File: config.mk
export PLATFORM = sky130hd
export DESIGN_NAME = periph_send_arbiter
export DESIGN_NICKNAME = d
export VERILOG_FILES = /design/src/rtl/periph_arb_pkg.sv /design/src/rtl/periph_send_arbiter_rr_picker.sv /design/src/rtl/periph_send_arbiter.sv
export SDC_FILE = /design/constraint.sdc
export NUM_CORES = 1
export LEC_CHECK = 0
export BUFFER_PORTS_ARGS = -buffer_cell sky130_fd_sc_hd__buf_2
export CORE_AREA = 2 2 84 86
export DETAILED_ROUTE_END_ITERATION = 8
export DIE_AREA = 0 0 86 88
export PLACE_DENSITY = 0.89
export SETUP_SLACK_MARGIN = 0.5
export SLEW_MARGIN = 15
export SYNTH_ARGS = -nofsm -noshare
export SYNTH_HDL_FRONTEND = slang
export SYNTH_SLANG_ARGS = --single-unit
File: constraint.sdc
create_clock -name clk_arb -period 7.2 [get_ports clk_arb]
set_clock_uncertainty 0.15 [all_clocks]
set_input_delay 0 -clock clk_arb [delete_from_list [all_inputs] [get_ports clk_arb]]
set_output_delay 0 -clock clk_arb [all_outputs]
set_load 0.02 [all_outputs]
File: src/rtl/periph_arb_pkg.sv
// Shared types and helpers for the peripheral SEND arbiter.
// The round-robin picker here is bypassed when PERIPH_ARB_FIXED_PRIO_EN is defined.
package periph_arb_pkg;

  typedef enum logic [1:0] {
    IDLE = 2'd0,
    XFER = 2'd1,
    GAP  = 2'd2
  } state_e;

  localparam int unsigned DATA_W_DEF = 32;
  localparam int unsigned MAX_REQ    = 8;

  // Rotate requests so index ptr sits at bit 0, take the lowest set bit, rotate back.
  function automatic logic [MAX_REQ-1:0] rr_pick(input logic [MAX_REQ-1:0] req,
                                                 input logic [2:0]         ptr,
                                                 input int                 n);
    logic [MAX_REQ-1:0] rot;
    logic [MAX_REQ-1:0] first;
    logic [MAX_REQ-1:0] pick;
    logic               found;
    rot   = '0;
    first = '0;
    pick  = '0;
    found = 1'b0;
    for (int k = 0; k < MAX_REQ; k++) begin
      if (k < n) rot[k] = req[(k + int'(ptr)) % n];
    end
    for (int k = 0; k < MAX_REQ; k++) begin
      if (k < n && rot[k] && !found) begin
        first[k] = 1'b1;
        found    = 1'b1;
      end
    end
    for (int k = 0; k < MAX_REQ; k++) begin
      if (k < n) pick[(k + int'(ptr)) % n] = first[k];
    end
    return pick;
  endfunction

endpackage

File: src/rtl/periph_send_arbiter_rr_picker.sv
// Combinational round-robin picker: one-hot winner among req_i, searching upward from ptr_i.
module periph_rr_picker
  import periph_arb_pkg::*;
#(
  parameter int unsigned NUM_REQ = 4,
  parameter int unsigned PTR_W   = $clog2(NUM_REQ)
) (
  input  logic [NUM_REQ-1:0] req_i,
  input  logic [PTR_W-1:0]   ptr_i,
  output logic [NUM_REQ-1:0] grant_o
);

  assign grant_o = NUM_REQ'(rr_pick(MAX_REQ'(req_i), 3'(ptr_i), NUM_REQ));

endmodule

File: src/rtl/periph_send_arbiter.sv
// Round-robin sharing of one peripheral SEND/data port among NUM_REQ requesters.
// Define PERIPH_ARB_FIXED_PRIO_EN for fixed priority (lowest index wins, no rr_ptr).
module periph_send_arbiter
  import periph_arb_pkg::*;
#(
  parameter int unsigned NUM_REQ     = 4,
  parameter int unsigned DATA_W      = DATA_W_DEF,
  parameter int unsigned HOLD_CYCLES = 1,
  parameter int unsigned GAP_CYCLES  = 1
) (
  input  logic                      clk_arb,
  input  logic                      rst_arb,
  input  logic [NUM_REQ-1:0]        req,
  input  logic [NUM_REQ*DATA_W-1:0] req_data,
  output logic [NUM_REQ-1:0]        grant,
  output logic [NUM_REQ-1:0]        done,
  output logic                      busy,
  output logic                      send_per,
  output logic [DATA_W-1:0]         data_per
);

  localparam int unsigned HOLD_W = (HOLD_CYCLES > 1) ? $clog2(HOLD_CYCLES) : 1;
  localparam int unsigned GAP_W  = (GAP_CYCLES > 1) ? $clog2(GAP_CYCLES) : 1;
  localparam logic [HOLD_W-1:0] HOLD_LAST = HOLD_W'(HOLD_CYCLES - 1);
  localparam logic [GAP_W-1:0]  GAP_LAST  = GAP_W'(GAP_CYCLES - 1);

  state_e              state_q, state_d;
  logic [HOLD_W-1:0]   hold_cnt_q, hold_cnt_d;
  logic [GAP_W-1:0]    gap_cnt_q, gap_cnt_d;
  logic [NUM_REQ-1:0]  grant_q;
  logic [DATA_W-1:0]   data_q;
  logic [NUM_REQ-1:0]  win_oh;
  logic [DATA_W-1:0]   win_data;
  logic                hold_last, gap_last, arb_en, arb_fire;

  assign hold_last = (hold_cnt_q == HOLD_LAST);
  assign gap_last  = (gap_cnt_q == GAP_LAST);
  assign arb_en    = (state_q == IDLE) || (state_q == GAP && gap_last);
  assign arb_fire  = arb_en && (|req);

`ifdef PERIPH_ARB_FIXED_PRIO_EN
  assign win_oh = req & (~req + 1'b1);
`else
  localparam int unsigned PTR_W = $clog2(NUM_REQ);

  logic [PTR_W-1:0] rr_ptr_q, rr_ptr_d;
  logic [PTR_W-1:0] win_idx;

  periph_rr_picker #(
    .NUM_REQ (NUM_REQ),
    .PTR_W   (PTR_W)
  ) u_picker (
    .req_i   (req),
    .ptr_i   (rr_ptr_q),
    .grant_o (win_oh)
  );

  // NOTE: every always_comb output gets a default first so no latch is inferred.
  always_comb begin
    win_idx = '0;
    for (int i = 0; i < NUM_REQ; i++) begin
      if (win_oh[i]) win_idx = PTR_W'(i);
    end
    rr_ptr_d = (win_idx == PTR_W'(NUM_REQ - 1)) ? '0 : win_idx + 1'b1;
  end

  always_ff @(posedge clk_arb or negedge rst_arb) begin
    if (!rst_arb)      rr_ptr_q <= '0;
    else if (arb_fire) rr_ptr_q <= rr_ptr_d;
  end
`endif

  always_comb begin
    win_data = '0;
    for (int i = 0; i < NUM_REQ; i++) begin
      if (win_oh[i]) win_data = req_data[i*DATA_W +: DATA_W];
    end
  end

  // NOTE: sequential state uses non-blocking assignments so all registers update together.
  always_ff @(posedge clk_arb or negedge rst_arb) begin
    if (!rst_arb) state_q <= IDLE;
    else          state_q <= state_d;
  end

  always_comb begin
    state_d = state_q;
    unique case (state_q)
      IDLE:    if (|req) state_d = XFER;
      XFER:    if (hold_last) state_d = GAP;
      GAP:     if (gap_last) state_d = (|req) ? XFER : IDLE;
      default: state_d = IDLE;
    endcase
  end

  always_comb begin
    send_per = (state_q == XFER);
    busy     = (state_q != IDLE);
    grant    = (state_q == XFER) ? grant_q : '0;
    done     = (state_q == XFER && hold_last) ? grant_q : '0;
  end

  // Counters restart from 0 whenever their state is (re)entered.
  assign hold_cnt_d = (state_q == XFER && !hold_last) ? hold_cnt_q + 1'b1 : '0;
  assign gap_cnt_d  = (state_q == GAP && !gap_last)   ? gap_cnt_q + 1'b1  : '0;

  // NOTE: the data latch is reset because data_per must read 0 during reset.
  always_ff @(posedge clk_arb or negedge rst_arb) begin
    if (!rst_arb) begin
      hold_cnt_q <= '0;
      gap_cnt_q  <= '0;
      grant_q    <= '0;
      data_q     <= '0;
    end else begin
      hold_cnt_q <= hold_cnt_d;
      gap_cnt_q  <= gap_cnt_d;
      if (arb_fire) begin
        grant_q <= win_oh;
        data_q  <= win_data;
      end
    end
  end

  // The last word stays on data_per through GAP and IDLE; the peripheral samples it late.
  assign data_per = data_q;

endmodule

# == After elaboration in Yosys (flattened, before gate mapping) ==
# Cells that the tools add are included.
# op_classes
n_addsub,6
reduce_logical,23
magnitude_cmp,8
mux,45
eq_ne,6
n_bitwise,6
# ops
cell,n
32-bit two-way mux,4
8-bit bitwise mux,3
1-bit two-way mux,21
"3-bit by 5-bit less-than comparator with 1-bit output, second input constant",3
1-bit logical AND,12
2-bit two-way mux,6
1-bit binary-select mux with 3-bit select,3
1-bit demux with 3-bit select,3
"3-bit by 1-bit >= comparator with 1-bit output, second input constant",3
8-bit by 4-bit bitwise AND with 8-bit output,1
4-bit two-way mux,2
2-bit one-hot mux with 3 select lines,1
2-bit OR reduction,3
"2-bit adder, first input constant",2
"2-bit equality test, second input constant",2
"2-bit by 4-bit less-than comparator with 1-bit output, second input constant",1
"2-bit != test, second input constant",2
4-bit OR reduction,1
"1-bit bitwise AND, first input constant",3
1-bit logical NOT,3
3-bit AND reduction,1
"1-bit adder, second input constant",2
"1-bit by 2-bit adder with 2-bit output, first input constant",1
"2-bit by 1-bit adder with 2-bit output, second input constant",1
9 further kinds,10
# totals
out_inout_bits,42
register_bits,42
input_bits,134
word_cells,100

# == Logic depth before layout (Yosys ltp) ==
# Gate-level depths: netlist of the first run.
# depth
word_depth,20
depth_mapped,11
ltp_nobuf,9

# == Modules after synthesis ==
# Synthesis of the first run repeated with hierarchy kept, for this count alone.
# unflattened
cells_unflattened,296
hier_area_um2,3170.5
# modules_own_cells
module,cells_per_inst,area_per_inst_um2,seq_area_each_um2,n_inst
periph_send_arbiter,262,2810.2,1051.0,1
periph_rr_picker,34,360.3,0.0,1

# == Least setup slack after synthesis of the first run ==
# Ideal clock, no wire load.
# synth_path
kind,flip-flop to flip-flop
start,register rr_ptr_q[0]
end,"register data_q[10], in the netlist data_per[10]"
path_stages_with_launch,12
setup_time_ps,145
t_required_ps,6905
arrival_time_ps,2935
synth_period_minus_slack_ps,3230
setup_slack_ps,3970
path_buffers,2
path_cell_list,dfrtp_1 -> buf_2 -> inv_1 -> ha_1 -> mux4_2 -> or3b_4 -> or3b_4 -> o311ai_4 -> nor2_4 -> buf_6 -> a221oi_2 -> o31ai_2
# synth_between
elab_chain_len,19
elab_cells_between_ends,60
cone_classes,add/sub: 3; order compare: 8; mux: 32; bitwise: 4; reduce/logical: 13
# synth_rtl
item,line_no,rtl
start: declaration,periph_send_arbiter.sv:46,"logic [PTR_W-1:0] rr_ptr_q, rr_ptr_d;"
start signal: assignment,periph_send_arbiter.sv:69,else if (arb_fire) rr_ptr_q <= rr_ptr_d;
1-bit by 2-bit adder with 2-bit output,"periph_arb_pkg.sv:27, periph_arb_pkg.sv:36",
2-bit OR reduction (no source line),n/a,
1-bit bitwise AND (no source line),n/a,
1-bit binary-select mux with 3-bit select,periph_arb_pkg.sv:27,if (k < n) rot[k] = req[(k + int'(ptr)) % n];
1-bit two-way mux (not written as such) (2 in a row),periph_arb_pkg.sv:27,
1-bit logical AND,periph_arb_pkg.sv:30,if (k < n && rot[k] && !found) begin
1-bit two-way mux,periph_arb_pkg.sv:30,
1-bit logical NOT,periph_arb_pkg.sv:30,
1-bit logical AND,periph_arb_pkg.sv:30,
1-bit two-way mux,periph_arb_pkg.sv:30,
1-bit logical NOT,periph_arb_pkg.sv:30,
1-bit logical AND,periph_arb_pkg.sv:30,
1-bit two-way mux,periph_arb_pkg.sv:30,
8-bit bitwise mux (*),periph_arb_pkg.sv:36,if (k < n) pick[(k + int'(ptr)) % n] = first[k];
32-bit two-way mux (3 in a row),periph_send_arbiter.sv:76,if (win_oh[i]) win_data = req_data[i*DATA_W +: DATA_W];
32-bit two-way mux (*),periph_send_arbiter.sv:76,
end signal: assignment,periph_send_arbiter.sv:119,data_q <= win_data;
end: declaration,periph_send_arbiter.sv:31,logic [DATA_W-1:0] data_q;
# Every way passes the cells marked *; elsewhere a longest branch is shown, timed or not. The select of a mux whose other input is x is not followed.
# A chain may end at the register's enable or synchronous reset.

# == Final worst setup path of the first run ==
# layout_path
start,register rr_ptr_q[0]
end,"register data_q[6], in the netlist data_per[6]"
# The elaborated chain is that of the path after synthesis.

==> results of run 1 <==
per-stage QoR:
stage | total power [W] | cells
2_1_floorplan | 0.001918 | 304
3_3_place_gp | 0.002190 | 540
3_5_place_dp | 0.002254 | 540
4_1_cts | 0.002669 | 612
5_1_grt | 0.002926 | 613
6_report | 0.002721 | 613
path summary, 6_finish.rpt:
kind | start | to | slack [ns]
worst max register to register | rr_ptr_q[0]$_DFFE_PN0P_ | data_per[6]$_DFFE_PN0P_ | 2.23
worst min-delay path | req_data[34] | data_per[2]$_DFFE_PN0P_ | 0.02
min in group asynchronous | rst_arb | data_per[1]$_DFFE_PN0P_ | 0.24
max in group asynchronous | rst_arb | data_per[14]$_DFFE_PN0P_ | 6.08
worst max-delay path | rr_ptr_q[0]$_DFFE_PN0P_ | data_per[6]$_DFFE_PN0P_ | 2.23
worst min register to register | state_q[0]$_DFFE_PN0P_ | state_q[1]$_DFFE_PN0P_ | 0.34
placed cells by master, fill, tap and decap left out, types with 6 or more instances in the layout:
master,instances
buf_2,175
dlygate4sd3_1,64
nand2_1,42
dfrtp_1,42
nor2_1,33
a21o_1,32
a221oi_2,30
o31ai_2,29
and2_1,9
ha_1,7
clkbuf_8,6
kinds of logic (layout without fill, tap and decap cells):
group | Yosys count | count (layout) | synth area share [%]
DFF | 42 | 42 | 33.18
adders and majority gates | 7 | 7 | 2.764
buffers and inverters | 27 | 256 | 4.897
other | 1 | 2 | 0.1184
AOI/OAI and AO/OA | 121 | 121 | 40.60
and+or+nand+nor | 97 | 97 | 14.26
muxes | 8 | 8 | 4.187
power groups by stage:
stage	logic, W	registers, W	clock network [W]
after detailed placement	0.00183	0.000427	0
final	0.00214	0.000424	0.000154
after floorplan	0.00140	0.000518	0
after CTS	0.00209	0.000423	0.000160
after global placement	0.00177	0.000422	0
after global routing	0.00232	0.000438	0.000172
metal layers:
| layer | share of wire [%] | vias up |
|---|---|---|
| met5 | 0 | - |
| met4 | 1.7 | 0 |
| li1 | - | 1598 |
| met1 | 38 | 1586 |
| met2 | 54 | 167 |
| met3 | 6.1 | 17 |
flip-flops by register name, indices dropped and copies added (netlist names):
register	cells
data_per	32
gap_cnt_q	1
grant_q	4
hold_cnt_q	1
rr_ptr_q	2
state_q	2
final cells by class:
type | count | area, um^2 | share of cell area, %
multi-input cells | 235 | 1987 | 41.27
repair buffers | 245 | 1574 | 32.69
flip-flops and latches | 42 | 1051 | 21.83
well taps | 80 | 100.1 | 2.079
clock buffers | 7 | 86.33 | 1.793
inverters | 3 | 11.26 | 0.2339
clock inverters | 1 | 5.005 | 0.1040
worst max-delay path, cell delays in order (launching register included):
cell and delay (ns):
dfrtp_1 0.59, inv_1 0.18, ha_1 0.41, mux2_2 0.35, and3_1 0.18, a221oi_1 0.45, o311ai_4 0.32, nor3_4 0.89
buf_4 0.43, a221oi_2 0.10, o31ai_2 0.25, dlygate4sd3_1 0.60
Yosys cell counts (3+ instances only):
| cell | instances |
|---|---|
| dfrtp_1 | 42 |
| nand2_1 | 42 |
| nor2_1 | 33 |
| a21o_1 | 32 |
| a221oi_2 | 30 |
| o31ai_2 | 29 |
| clkbuf_1 | 11 |
| and2_1 | 9 |
| ha_1 | 7 |
| o31ai_1 | 6 |
| a21oi_1 | 5 |
| buf_4 | 5 |
| o21ai_0 | 5 |
| buf_2 | 4 |
| buf_6 | 4 |
| mux4_2 | 4 |
| nor2b_1 | 4 |
| a221oi_1 | 3 |
| inv_1 | 3 |
repair_timing:
action | CTS | global route
hold buffers | 64 | 0
gates resized for setup | 0 | 0
endpoints found under the hold margin | 74 | 0
setup buffers | 0 | 0
==> reports/summary.log, run 1 <==
[outcome] run status completed
[power] portion of total power attributed to combinational logic 78.8%
[place] HPWL after detailed placement 6513 um
[routing] WL/cell 16.02 um
[global_route] layer with the highest usage met2
[die] IO Count 176
[logic_synthesis] mean post-synth cell area 10.46 um^2
[logic_synthesis] flip-flop and latch count after synthesis 42
[global_route] vias in the first global route 3,460
[die] area of the placeable core 6644 um^2
[routing] detailed-router iteration count before antenna repair 4
[power] Power Dens Cells 565.1 nW/um^2
[power] power dissipated by switching net loads 0.001295 W
[finish] Final nets 673
[sta] Final Slew Violations 0
[worst_setup_path] Worst Setup End Kind flop
[finish] final instance area 4815 um^2
[worst_setup_path] r2r worst-path depth 11
[cts] TritonCTS clock tree done
[sta] share of the clock period used by the worst path 69.07%
[hold_path] WHS Path Cells 3
[die] horizontal die dimension 86 um
[worst_setup_path] required time at the worst-slack endpoint 7.27 ns
[place] port buffer count 175
[sta] Min Clock Period, post-route 4.973 ns
[routing] number of nets still failing antenna checks after routing 0
[place] placed instance area 4063 um^2
[logic_synthesis] Synth Cell Area 3168 um^2
[logic_synthesis] number of library cell types mapped by synthesis 40
[routing] drt via density 5.494
[sta] fmax 201.1 MHz
[sta] final setup vio count 0
[sta] RSZ-0062 raised after global routing false
[routing] number of DRC markers after the initial detailed-route iteration 150
[cts] clock tree buffer depth 2
[logic_synthesis] number of enable flip-flop cells after synthesis 0
[cts] clock latency on the worst-skew pair 0.29 ns
[die] die area 7568 um^2
[cts] Clock Tree Root clkbuf_8
[hold_path] worst min-delay path class input port to flop
[cts] CTS H-tree depth 2
[logic_synthesis] sequential-to-total area share from yosys stat 33.18%
[routing] final wirelength 9822 um
[worst_setup_path] Setup CP Type flop to flop
[logic_synthesis] library cell occupying the most area in the post-synthesis netlist dfrtp_1
[power] fraction of power consumed by sequential logic 15.6%
[logic_synthesis] fraction of synthesized cell area taken by the top area cell type 33.18%
[routing] remaining routing DRC violations 0
[power] worst supply voltage drop on vdd 0.2644 mV
[logic_synthesis] main area contributors after synthesis dfrtp_1 33%, a221oi_2 14%, o31ai_2 11%
[run] max-cap check violation count 0
[die] starting density of the core 47.68%
[place] Place WS 2.652 ns
[global_route] pin count of the biggest net entering global routing 43
[place] gpl congestion 0.8609
[global_route] first-pass GRT wire length 15,590 um
[global_route] number of antenna violations at the first check in global routing 0
[logic_synthesis] prevailing post-synth register cell dfrtp_1
[finish] final cell utilization of the core 72.47%
[sta] worst-margin pin slew 0.9815 ns
[global_route] grt met1 use 29.93%
[logic_synthesis] cell count after synthesis 303
[sta] post-layout worst setup margin 2.227 ns
[sta] post-route worst hold slack 0.01618 ns
[global_route] GRT overflow 0
[logic_synthesis] async set-reset flop share out of synthesis 100.0%
[worst_setup_path] Startpoint Class flop
[power] switching portion of total power 47.59%
[die] overall die height 88 um
[power] static leakage 2.481 nW
[die] number of rows created at floorplan 30
[global_route] GR Layer Usage met3 3.959%
[cts] Num CTS Buffers 5
[finish] Area Growth Syn to Fin 51.97%
[cts] clock edge transition at the registers on the reported setup and hold paths 0.08 ns
[logic_synthesis] total of warnings raised by yosys 0
[finish] fraction of final layout cells with drive strength greater than 1 49.53%
[finish] antenna diode count 0
[global_route] met2 usage 48.70%
[sta] relative max-transition margin 34.36%
[power] Clock power frac 5.6%
[cts] sinks on the clock net 42
[global_route] global-route total usage across every layer 25.75%
[sta] number of failing hold endpoints at the final stage 0
[sta] final-layout setup total negative slack 0 ns
[routing] via count 3,368
[worst_setup_path] Data arrival, critical path 5.05 ns
[power] internal power summed over all cells 0.001426 W
[worst_setup_path] CP max FO 19
[finish] number of fill cells in the layout 466
(Power assumes the default switching activity.)
==> run 2, diff against run 1 <==
Settings changed: CORE_AREA 2 2 84 86 to 2 2 91 93, DIE_AREA 0 0 86 88 to 0 0 93 95, PLACE_DENSITY 0.89 to 0.81.
Clock period 7.2 ns to 4.54 ns, I/O delays scaled along.
==> run 2 against run 1 <==
Effect of this change: non-clock buffer count is 43 higher; wire length is 19% higher; core utilization is 6.2 points lower; clock power is 66% higher; register-to-register slack worse by 1.4 ns; total power is 47% higher; maximum frequency is 36% higher; flip-flop and latch count stayed put; sequential share of layout area is 1.8 points lower; highest routed layer unchanged.
==> reports/summary.log, run 2 (synthesized netlist as in run 1, its figures left out) <==
[sta] Min Clock Period, post-route 3.666 ns [was 4.973 ns]
[sta] share of the clock period used by the worst path 80.75% [was 69.07%]
[die] die area 8835 um^2 [was 7568 um^2]
[sta] post-layout worst setup margin 0.8738 ns [was 2.227 ns]
[worst_setup_path] maximum single-stage delay on the critical path 0.57 ns [was 0.89 ns]
[worst_setup_path] CP Buf/Inv Count 3 [unchanged]
[sta] relative max-transition margin 34.32% [was 34.36%]
[power] switching portion of total power 50.51% [was 47.59%]
[global_route] vias in the first global route 3,901 [was 3,460]
[power] portion of total power attributed to combinational logic 76.9% [was 78.8%]
[finish] most common library cell in the layout ignoring fill and taps buf_2 [unchanged]
[routing] detailed-router iteration count before antenna repair 4 [unchanged]
[routing] WL/cell 17.22 um [was 16.02 um]
[routing] via count 3,612 [was 3,368]
[finish] final cell utilization of the core 66.30% [was 72.47%]
[sta] number of failing hold endpoints at the final stage 0 [unchanged]
[finish] multi-input gate area in the final layout 1994 um^2 [was 1987 um^2]
[hold_path] WHS Path Cells 4 [was 3]
[worst_setup_path] list of cells traversed by the critical path inv_1 -> ha_1 -> mux4_2 -> or4b_4 -> or2_1 -> o311ai_4 -> buf_4 -> nor2_4 -> buf_4 -> a221oi_2 -> o31ai_2 [was inv_1 -> ha_1 -> mux2_2 -> and3_1 -> a221oi_1 -> o311ai_4 -> nor3_4 -> buf_4 -> a221oi_2 -> o31ai_2 -> dlygate4sd3_1]
[worst_setup_path] required time at the worst-slack endpoint 4.54 ns [was 7.27 ns]
[cts] Clock Tree Root clkbuf_8 [unchanged]
[finish] max reg flops 32 [unchanged]
[die] number of rows created at floorplan 33 [was 30]
[global_route] number of antenna violations at the first check in global routing 0 [unchanged]
[cts] clock edge transition at the registers on the reported setup and hold paths 0.08 ns [about the same]
[sta] post-route worst hold slack 0.009047 ns [was 0.01618 ns]
[sta] final setup vio count 0 [unchanged]
[sta] worst-margin pin slew 0.9852 ns [was 0.9815 ns]
[routing] number of nets still failing antenna checks after routing 0 [unchanged]
[power] fraction of power consumed by sequential logic 16.7% [was 15.6%]
[sta] Final Slew Violations 0 [unchanged]
[routing] final wirelength 11,730 um [was 9822 um]
[finish] area used by sequential logic in the layout 1051 um^2 [unchanged]
[routing] number of DRC markers after the initial detailed-route iteration 213 [was 150]
[finish] fraction of final layout cells with drive strength greater than 1 46.88% [was 49.53%]
[sta] fmax 272.8 MHz [was 201.1 MHz]
[power] power dissipated by switching net loads 0.002026 W [was 0.001295 W]
[cts] clock latency on the worst-skew pair 0.29 ns [about the same]
[cts] clock tree buffer depth 2 [unchanged]
[cts] sinks on the clock net 42 [unchanged]
[global_route] pin count of the biggest net entering global routing 77 [was 43]
[routing] remaining routing DRC violations 0 [unchanged]
[die] area of the placeable core 7928 um^2 [was 6644 um^2]
[finish] Final nets 716 [was 673]
[power] Clock power frac 6.4% [was 5.6%]
[power] Power Dens Cells 763.1 nW/um^2 [was 565.1 nW/um^2]
[die] horizontal die dimension 93 um [was 86 um]
[finish] final cell count without fillers 681 [was 613]
[hold_path] end point of the worst hold path data_per[24]$_DFFE_PN0P_ [was data_per[2]$_DFFE_PN0P_]
[run] max-cap check violation count 0 [unchanged]
[worst_setup_path] Setup CP Type flop to flop [unchanged]
[place] Place WS 0.6714 ns [was 2.652 ns]
[worst_setup_path] Startpoint Class flop [unchanged]
[worst_setup_path] slowest CP cell dfrtp_1 [was nor3_4]
[global_route] first-pass GRT wire length 18,030 um [was 15,590 um]
[outcome] run status completed [unchanged]
[place] Post-Place Cells 567 [was 540]
[power] worst supply voltage drop on vdd 0.3803 mV [was 0.2644 mV]
[finish] most used cells in the layout excluding fill and tap cells 175 x buf_2, 101 x dlygate4sd3_1, 42 x nand2_1, 42 x dfrtp_1, 33 x nor2_1 [was 175 x buf_2, 64 x dlygate4sd3_1, 42 x nand2_1, 42 x dfrtp_1, 33 x nor2_1]
[hold_path] worst min-delay path class input port to flop [unchanged]
[hold_path] HP Start req_data[88] [was req_data[34]]
[place] port buffer count 175 [unchanged]
[worst_setup_path] largest delay contributor family on the critical path simple AND/OR/NAND/NOR gates [was buffers and inverters]
[sta] final-layout setup total negative slack 0 ns [unchanged]
[routing] drt via density 5.304 [was 5.494]
[cts] TritonCTS clock tree done [unchanged]
[cts] Num CTS Buffers 5 [unchanged]
[finish] antenna diode count 0 [unchanged]
[power] static leakage 2.642 nW [was 2.481 nW]
[die] overall die height 95 um [was 88 um]
[worst_setup_path] cell seen most often among critical-path stages buf_4
[die] starting density of the core 39.96% [was 47.68%]
[worst_setup_path] Data arrival, critical path 3.67 ns [was 5.05 ns]
[worst_setup_path] worst-case register-to-register setup slack 0.87 ns [was 2.23 ns]
[power] internal power summed over all cells 0.001985 W [was 0.001426 W]
[global_route] GRT overflow 0 [unchanged]
[die] IO Count 176 [unchanged]
[global_route] global-route total usage across every layer 26.00% [was 25.75%]
[worst_setup_path] Critical R2R Capture data_per[25]$_DFFE_PN0P_ [was data_per[6]$_DFFE_PN0P_]
[place] HPWL after detailed placement 6673 um [was 6513 um]
[worst_setup_path] CP max FO 17 [was 19]
[worst_setup_path] Worst Setup End Kind flop [unchanged]
[place] gpl congestion 0.8115 [was 0.8609]
[finish] number of fill cells in the layout 601 [was 466]
[finish] Area Growth Syn to Fin 65.92% [was 51.97%]
[cts] CTS H-tree depth 2 [unchanged]
[sta] RSZ-0062 raised after global routing false [unchanged]
[worst_setup_path] beginning of the critical path rr_ptr_q[0]$_DFFE_PN0P_ [unchanged]
[worst_setup_path] start of the worst register-to-register path rr_ptr_q[0]$_DFFE_PN0P_ [unchanged]
[worst_setup_path] r2r worst-path depth 11 [unchanged]
run 2: power by group through the flow:
stage	clock (W)	combinational, W	sequential [W]
6_report	0.000255	0.00308	0.000671
5_1_grt	0.000279	0.00335	0.000690
4_1_cts	0.000264	0.00302	0.000669
3_5_place_dp	0	0.00295	0.000675
3_3_place_gp	0	0.00287	0.000665
2_1_floorplan	0	0.00222	0.000821
run 2: what timing repair did:
action,4_1_cts,5_1_grt
setup endpoints to repair,0,33
hold buffers,101,0
buffers inserted,0,5
gates resized for setup,0,1
hold endpoints to repair,74,0
run 2: cell type report:
type | count | area share, %
repair buffers | 288 | 37.61
multi-input cells | 235 | 37.94
clock buffers | 7 | 1.642
clock inverters | 1 | 0.09522
inverters | 3 | 0.2142
well taps | 105 | 2.499
flip-flops and latches | 42 | 20.00
run 2: stage by stage:
step / total power [W] / cell area, um^2
floorplan: 0.003042 / 3172
global placement: 0.003533 / 4109
CTS: 0.003954 / 5211
finish: 0.004011 / 5256
detailed placement: 0.003629 / 4109
global route: 0.004320 / 5256
run 2: metal layers:
layer	wire length [um]	vias up	global-route usage, %	share of wire [%]
met5	0	-	0	0
met4	537	0	15.32	4.6
met3	901	56	6.385	7.7
met2	5925	217	46.20	51
met1	4363	1647	28.10	37
li1	-	1692	-	-
run 2: worst min-delay path, stage by stage:
cell      delay, ns
buf_2          0.08
a21o_1         0.11
a221oi_2       0.04
o31ai_2        0.19
run 2: how the worst max path moves through the flow:
stage	slack (ns)	cells past startpoint	endpoint
final	0.87	11	data_per[25]$_DFFE_PN0P_
after global routing	0.65	9	data_per[0]$_DFFE_PN0P_
after CTS	0.68	9	data_per[2]$_DFFE_PN0P_
after detailed placement	0.67	10	data_per[30]$_DFFE_PN0P_
after global placement	0.83	10	data_per[1]$_DFFE_PN0P_
after floorplan	1.31	11	data_per[10]$_DFFE_PN0P_
